## src/rtl/spi_pkg.sv

```systemverilog
// Shared definitions for the SPI command parser and the SPI slave it sits behind.
package spi_pkg;

    localparam int SPI_DATA_W  = 8;
    localparam int SPI_TIMEOUT = 5000;
    localparam int CMD_RW_BIT  = SPI_DATA_W - 1;

    typedef enum logic [0:0] {
        ST_IDLE      = 1'b0,
        ST_WAIT_DATA = 1'b1
    } state_e;

endpackage

```

## src/rtl/spi_frame_timer.sv

```systemverilog
// Inter-byte frame timer: counts idle cycles up to LIMIT, clears and holds on command.
module spi_frame_timer #(
    parameter int TIMEOUT = 5000
) (
    input  logic clk,
    input  logic rst_n,
    input  logic i_clear,
    input  logic i_hold,
    output logic o_at_limit
);

    localparam int unsigned CNT_W = $clog2(TIMEOUT + 1);
    localparam logic [CNT_W-1:0] LIMIT = CNT_W'(TIMEOUT - 1);

    logic [CNT_W-1:0] r_cnt;

    // Saturating idle counter; the owning FSM leaves its wait state at the limit.
    always_ff @(posedge clk or negedge rst_n) begin
        if (!rst_n) begin
            r_cnt <= '0;
        end else if (i_clear) begin
            r_cnt <= '0;
        end else if (i_hold) begin
            r_cnt <= r_cnt;
        end else if (r_cnt != LIMIT) begin
            r_cnt <= r_cnt + CNT_W'(1);
        end else begin
            r_cnt <= r_cnt;
        end
    end

    assign o_at_limit = (r_cnt == LIMIT);

endmodule

```

## src/rtl/spi_cmd_regbank.sv

```systemverilog
// Two-byte SPI command parser (command, data) driving a local configuration register bank.
module spi_cmd_regbank
    import spi_pkg::*;
#(
    parameter int DATA_W  = SPI_DATA_W,
    parameter int ADDR_W  = 3,
    parameter int TIMEOUT = SPI_TIMEOUT
) (
    input  logic                          clk,
    input  logic                          rst_n,
    input  logic [DATA_W-1:0]             rx_data,
    input  logic                          byte_begin,
    input  logic                          byte_end,
    output logic [DATA_W-1:0]             tx_data,
    output logic [(2**ADDR_W)*DATA_W-1:0] regs_flat,
    output logic                          wr_pulse,
    output logic [ADDR_W-1:0]             wr_addr,
    output logic                          rd_pulse,
    output logic                          timeout_err,
    output logic                          busy
);

    localparam int NUM_REGS = 2 ** ADDR_W;
    localparam int RW_BIT   = DATA_W - 1;

    state_e              r_state;
    state_e              w_next_state;
    logic                r_in_byte;
    logic                r_rw;
    logic [ADDR_W-1:0]   r_addr;
    logic [DATA_W-1:0]   r_tx;
    logic                r_wr_pulse;
    logic                r_rd_pulse;
    logic                r_timeout;
    logic [ADDR_W-1:0]   r_wr_addr;
    logic                r_busy;

    logic                w_latch_cmd;
    logic                w_wr_en;
    logic                w_rd_accept;
    logic                w_tx_load;
    logic                w_tx_clear;
    logic                w_timeout;
    logic                w_at_limit;
    logic                w_timer_clear;
    logic [ADDR_W-1:0]   w_cmd_addr;
    logic [DATA_W-1:0]   w_rd_data;
    logic [DATA_W-1:0]   w_regs [NUM_REGS];

    assign w_cmd_addr    = rx_data[ADDR_W-1:0];
    assign w_timer_clear = (r_state == ST_IDLE) || byte_begin;

    spi_frame_timer #(
        .TIMEOUT (TIMEOUT)
    ) u_timer (
        .clk        (clk),
        .rst_n      (rst_n),
        .i_clear    (w_timer_clear),
        .i_hold     (r_in_byte),
        .o_at_limit (w_at_limit)
    );

    // Chip-select tracking; a simultaneous end+begin means the next byte has already started.
    always_ff @(posedge clk or negedge rst_n) begin
        if (!rst_n) begin
            r_in_byte <= 1'b0;
        end else if (byte_begin) begin
            r_in_byte <= 1'b1;
        end else if (byte_end) begin
            r_in_byte <= 1'b0;
        end else begin
            r_in_byte <= r_in_byte;
        end
    end

    // State register.
    always_ff @(posedge clk or negedge rst_n) begin
        if (!rst_n) begin
            r_state <= ST_IDLE;
        end else begin
            r_state <= w_next_state;
        end
    end

    // Next-state and per-cycle control decode; a data byte_end beats a coincident timeout.
    always_comb begin
        w_next_state = r_state;
        w_latch_cmd  = 1'b0;
        w_wr_en      = 1'b0;
        w_rd_accept  = 1'b0;
        w_tx_load    = 1'b0;
        w_tx_clear   = 1'b0;
        w_timeout    = 1'b0;
        case (r_state)
            ST_IDLE: begin
                if (byte_end) begin
                    w_latch_cmd  = 1'b1;
                    w_next_state = ST_WAIT_DATA;
                    if (!rx_data[RW_BIT]) begin
                        w_rd_accept = 1'b1;
                        w_tx_load   = 1'b1;
                    end else begin
                        w_rd_accept = 1'b0;
                    end
                end else begin
                    w_next_state = ST_IDLE;
                end
            end
            ST_WAIT_DATA: begin
                if (byte_end) begin
                    w_next_state = ST_IDLE;
                    if (r_rw) begin
                        w_wr_en = 1'b1;
                    end else begin
                        w_tx_clear = 1'b1;
                    end
                end else if (w_at_limit && !r_in_byte && !byte_begin) begin
                    w_timeout    = 1'b1;
                    w_tx_clear   = 1'b1;
                    w_next_state = ST_IDLE;
                end else begin
                    w_next_state = ST_WAIT_DATA;
                end
            end
            default: begin
                w_next_state = ST_IDLE;
            end
        endcase
    end

    // Read-data mux for the addressed register of an incoming read command.
    always_comb begin
        w_rd_data = '0;
        for (int i = 0; i < NUM_REGS; i++) begin
            if (w_cmd_addr == ADDR_W'(i)) begin
                w_rd_data = w_regs[i];
            end else begin
                w_rd_data = w_rd_data;
            end
        end
    end

    // Command latch, MISO byte, write address and status pulses.
    always_ff @(posedge clk or negedge rst_n) begin
        if (!rst_n) begin
            r_rw       <= 1'b0;
            r_addr     <= '0;
            r_tx       <= '0;
            r_wr_addr  <= '0;
            r_wr_pulse <= 1'b0;
            r_rd_pulse <= 1'b0;
            r_timeout  <= 1'b0;
            r_busy     <= 1'b0;
        end else begin
            if (w_latch_cmd) begin
                r_rw   <= rx_data[RW_BIT];
                r_addr <= w_cmd_addr;
            end else begin
                r_rw   <= r_rw;
                r_addr <= r_addr;
            end
            if (w_tx_load) begin
                r_tx <= w_rd_data;
            end else if (w_tx_clear) begin
                r_tx <= '0;
            end else begin
                r_tx <= r_tx;
            end
            if (w_wr_en) begin
                r_wr_addr <= r_addr;
            end else begin
                r_wr_addr <= r_wr_addr;
            end
            r_wr_pulse <= w_wr_en;
            r_rd_pulse <= w_rd_accept;
            r_timeout  <= w_timeout;
            r_busy     <= (w_next_state == ST_WAIT_DATA);
        end
    end

    for (genvar gi = 0; gi < NUM_REGS; gi++) begin : g_reg
        logic [DATA_W-1:0] r_reg;

        // One bank entry; only a completed write frame to this address updates it.
        always_ff @(posedge clk or negedge rst_n) begin
            if (!rst_n) begin
                r_reg <= '0;
            end else if (w_wr_en && (r_addr == ADDR_W'(gi))) begin
                r_reg <= rx_data;
            end else begin
                r_reg <= r_reg;
            end
        end

        assign w_regs[gi]                        = r_reg;
        assign regs_flat[gi*DATA_W +: DATA_W]    = r_reg;
    end

    assign tx_data     = r_tx;
    assign wr_pulse    = r_wr_pulse;
    assign wr_addr     = r_wr_addr;
    assign rd_pulse    = r_rd_pulse;
    assign timeout_err = r_timeout;
    assign busy        = r_busy;

endmodule
```

## config.mk

```make
export PLATFORM = sky130hd
export DESIGN_NAME = spi_cmd_regbank
export DESIGN_NICKNAME = d
export VERILOG_FILES = /design/src/rtl/spi_pkg.sv /design/src/rtl/spi_frame_timer.sv /design/src/rtl/spi_cmd_regbank.sv
export SDC_FILE = /design/constraint.sdc
export NUM_CORES = 1
export LEC_CHECK = 0
export ABC_AREA = 1
export CAP_MARGIN = 20
export CORE_UTILIZATION = 36
export DETAILED_ROUTE_END_ITERATION = 12
export GPL_ROUTABILITY_DRIVEN = 1
export SETUP_SLACK_MARGIN = 0.1
export SLEW_MARGIN = 20
export SYNTH_ARGS = -nofsm -noshare
export SYNTH_HDL_FRONTEND = slang
export SYNTH_SLANG_ARGS = --single-unit
```

## constraint.sdc

```tcl
create_clock -name clk -period 2 [get_ports clk]
set_input_delay 0.2 -clock clk [delete_from_list [all_inputs] [get_ports clk]]
set_output_delay 0.2 -clock clk [all_outputs]
set_load 0.05 [all_outputs]
```

## Yosys cells after proc, flatten, opt, wreduce, memory -nomap -nowiden

Index checks and enable logic that the tools add are counted.

- $add $sub $neg: 1
- Equal/unequal tests: 17
- Multiplexer cells: 32
- Bitwise operators: 1
- Reductions and logical operators: 19

Operator list:

| operator | number |
|---|---|
| 8-bit 2-to-1 mux | 10 |
| 13-bit 2-to-1 mux | 3 |
| 3-bit == test (second input constant) | 8 |
| 1-bit 2-to-1 mux | 18 |
| 13-bit by 1-bit adder with 13-bit output (second input constant) | 1 |
| 13-bit == test (second input constant) | 1 |
| 13-bit inequality test (second input constant) | 1 |
| 3-bit by 2-bit == test with 1-bit output (second input constant) | 4 |
| 1-bit logical AND | 10 |
| 3-bit by 1-bit == test with 1-bit output (second input constant) | 2 |
| 3-bit zero test | 2 |
| 2-bit nonzero test | 3 |
| 1-bit zero test | 2 |
| 2-bit by 1-bit inequality test with 1-bit output (second input constant) | 1 |
| 1-bit case mux with 2 select lines | 1 |
| 2-bit AND reduction | 1 |
| 1-bit logical OR | 1 |
| 1-bit NOT | 1 |

- Register bits: 97
- Bits of input ports: 12
- Output and inout port bits: 79
- Logic and storage cells: 88

## Logic depth before layout (Yosys ltp)

- Depth in word-level cells: 10
- Depth in mapped cells: 12
- Depth with buffers taken out: 10

## Modules after synthesis

Synthesis repeated with hierarchy kept, for this count alone.

- Cell total of the unflattened synthesis: 568
- Area, all modules: 4639.4 um2

By module, submodules not included:

| module | instances | cells an instance | area an instance (um2) | sequential area each (um2) |
|---|---|---|---|---|
| spi_cmd_regbank | 1 | 430 | 3694.8 | 2102.0 |
| spi_frame_timer | 1 | 138 | 944.7 | 325.3 |

## Least setup slack after synthesis

OpenSTA, ideal clock, no wires.

- Path type: register to register
- From: register busy (netlist name)
- To: register g_reg[6].r_reg[1]
- Setup time: 0.134 ns
- Data arrival time: 1.748 ns
- Data required time: 1.866 ns
- Path slack: 0.118 ns
- Cell stages (with the launch flop): 7
- Path buffers: 1
- Period minus slack after synthesis: 1.882 ns
- Path through: dfrtp_1 -> inv_1 -> nor3_4 -> nand2_2 -> nor3_4 -> buf_4 -> a21oi_1

RTL lines:

| element | line | RTL |
|---|---|---|
| to (signal assigned) | spi_cmd_regbank.sv:189 | `r_reg <= rx_data;` |
| to (signal assigned) | spi_cmd_regbank.sv:191 | `r_reg <= r_reg;` |
| to (decl) | spi_cmd_regbank.sv:182 | `logic [DATA_W-1:0] r_reg;` |

## Final worst setup path

- From: register g_reg[5].r_reg[2]
- To: output port regs_flat[42]

RTL lines:

| element | line | RTL |
|---|---|---|
| from (decl) | spi_cmd_regbank.sv:182 |  |
| from (signal assigned) | spi_cmd_regbank.sv:189 |  |
| from (signal assigned) | spi_cmd_regbank.sv:191 |  |
| to (decl) | spi_cmd_regbank.sv:15 | `output logic [(2**ADDR_W)*DATA_W-1:0] regs_flat,` |

No word-level cell between the ends.

==> impl_results.md <==
* Status: complete, no violations
* Layout cells sized above 1 at slightly above 9%
* Initial Util at a little under two fifths
* Yosys warning count at 0
* Mapped Nets at between 500 and 600
* Clk slew on worst S/H paths at roughly 0.070 ns
* Count of final setup violators at 0
* Largest net degree at the start of global routing at 48
* Area contributors post-synth: dfrtp_1 (54%), nand2_1 (13%), o21ai_0 (8.6%)
* RSZ-0062 raised after global routing: false
* Yosys reg bits at 97
* Avg Cell Area, Syn at about 8 sq um
* Setup slack at placement at ~0.027 ns
* Final hold violations at 0
* Max-Cap Viols at 0
* HP Class: in2async
* Die Span X at 114 um
* Final WS setup at between 0.15 and 0.2 ns
* Mapped Cells at about 550
* Num CTS Buffers at 9
* CP arrival at about 1.6 ns
* VDD IR max at between 0.001 and 0.0015 V
* # rows at 40
* Final instance area at around 6100 sq um
* TritonCTS Sinks at 97
* Most frequent cells in the layout: nand2_1 (159), dfrtp_1 (97), clkdlybuf4s50_1 (89)
* Synth unique cells at 21
* Routed length per instance at ~17 um
* Gr ovfl total at 0
* First-pass GRT wire length at approximately 22 mm
* Placed cells at 821
* Post-synthesis cell type with the largest combined area: dfrtp_1
* Period utilization at ~91%
* Antenna Nets Post-Route at 0
* WS Path Type: reg2out
* Pwr/cell area at 1700 nW/um^2
* H-tree Lvls at 3
* Minimum clock period at roughly 1.8 ns
* Initial antenna violation count at 0
* Worst relative slew slack at 65.1%
* GP Congestion at between 0.8 and 0.9
* IO Count at a little over 90
* Synthesized area at 4530 sq um
* Drt drc at 0
* CTS root buf: clkbuf_16
* Max-slew violation count at 0
* CP Max Fanout at 2
* Yosys top cell area share at a little over half
* FMAX at around 550 MHz
* Crit-path cells: clkdlybuf4s50_1
* Total Nets Final at 678
* HPWL Detailed at around 11 mm
* Drt first pass iters at 6
* Worst Skew at 0.00972 ns
* Slowest stage delay, CP at roughly 0.84 ns
* Antenna cells at 0
* Crit path max-delay family: buffers and inverters
* Die area at between 10,000 and 15,000 sq um
* Via count at about 4,200
* DP Area at 5770 sq um
* CP Launch Type: flop
* PortBufs at 90
* Crit. End Element: output port
* CP max stage cell: clkdlybuf4s50_1
* Leakage at around 2.8 nW
* Worst slew pin tran at ~0.52 ns
* Gr usage total at 23.0%
* Final setup TNS at 0 ns
* CP required at ~1.8 ns
* Maximum root-to-sink buffer count at 2
* CTS tree: yes
* Layout area overhead at 34.8%
* Crit path buffers/inverters at 1
* Vias in the first global route at about 4,000
* Die Y at around 110 um
* Max reg flops at 64
* R2R setup slack at a little over 0.3 ns
* Post-Route WL at between 10 and 15 mm
* Post-synth ARST share at between 90% and 100%
* Iter 0 DRT Violations at 336
* Post-Layout Cell Count at 836
* Dominant register cell in the synthesized netlist: dfrtp_1
* Most common cell after layout, fill and taps aside: nand2_1
* Later-pin clock latency in the skew report at approximately 0.35 ns
* Register area share after synthesis at 53.6%
* Power Total at around 10 mW
* Number of flops mapped to enable cells by yosys at 0
* Vias per cell at roughly 5
* Core area at 12,100 sq um
==> final cells by class <==
| cell class | count | area (sq um) |
|---|---|---|
| Multi-Input combinational cell | 383 | 1800 |
| Clock buffer | 11 | 253 |
| Clock inverter | 3 | 65.1 |
| Inverter | 56 | 210 |
| Fill cell | 1201 | 6010 |
| Timing Repair Buffer | 118 | 1140 |
| Sequential cell | 97 | 2430 |
| Tap cell | 168 | 210 |
==> cells by family after synthesis <==
group,synth area share (%)
xor+xnor,0.967
flops,53.6
simple gates,27.9
fa+ha+maj,0.276
compound gates,10.6
buf+inv,6.63
==> power breakdown <==
group / leakage [nW] / internal, mW / switching (mW) / total, mW
clock: 0.157 / 1.15 / 0.733 / 1.88
sequential: 1.24 / 2.68 / 0.733 / 3.41
combinational: 1.44 / 1.58 / 3.49 / 5.06
==> final timing paths <==
check                             startpoint                 to  cells past startpoint
setup / recovery           g_reg[5].r_reg[2]      regs_flat[42]                      1
setup reg to reg            u_timer.r_cnt[1]   u_timer.r_cnt[0]                      8
max in group asynchronous              rst_n  g_reg[3].r_reg[3]                      3
hold reg to reg                    r_in_byte        timeout_err                      1
hold / removal                         rst_n          r_in_byte                      2
min in group clk                   r_in_byte        timeout_err                      1
==> through the flow <==
stage          hold slack [ns]  util [%]
3_3_place_gp             0.165      47.7
3_5_place_dp             0.166      47.7
6_report                 0.347      50.4
4_1_cts                  0.364      50.4
2_1_floorplan          -0.0956         -
5_1_grt                  0.376      50.4
==> synth_stat cells (2+ instances only) <==
| cell | n |
|---|---|
| or2_2 | 9 |
| nand4_1 | 20 |
| nor3_1 | 9 |
| buf_2 | 6 |
| buf_4 | 4 |
| o31ai_1 | 2 |
| a21oi_1 | 15 |
| nand2_1 | 160 |
| dfrtp_1 | 97 |
| clkbuf_1 | 8 |
| nor2_2 | 3 |
| xor2_1 | 5 |
| nor2_1 | 38 |
| o21ai_0 | 78 |
| nor3_4 | 5 |
| inv_1 | 55 |
| nand3_1 | 36 |
==> layer usage <==
layer	track usage (%)	part of all wire [%]	wire, um
met5	0	0	0
met4	6.15	1.2	170
met3	4.61	5.9	836
met2	34.8	45	6430
met1	33.5	48	6830
==> repair_timing <==
| action | in CTS | in global routing |
|---|---|---|
| endpoints found under the setup margin | 0 | 4 |
| resized for setup | 0 | 1 |
| setup buffers | 0 | 0 |
| endpoints found under the hold margin | 30 | 0 |
| hold buffers | 1 | 0 |
Power figures use the tool's default switching activity.
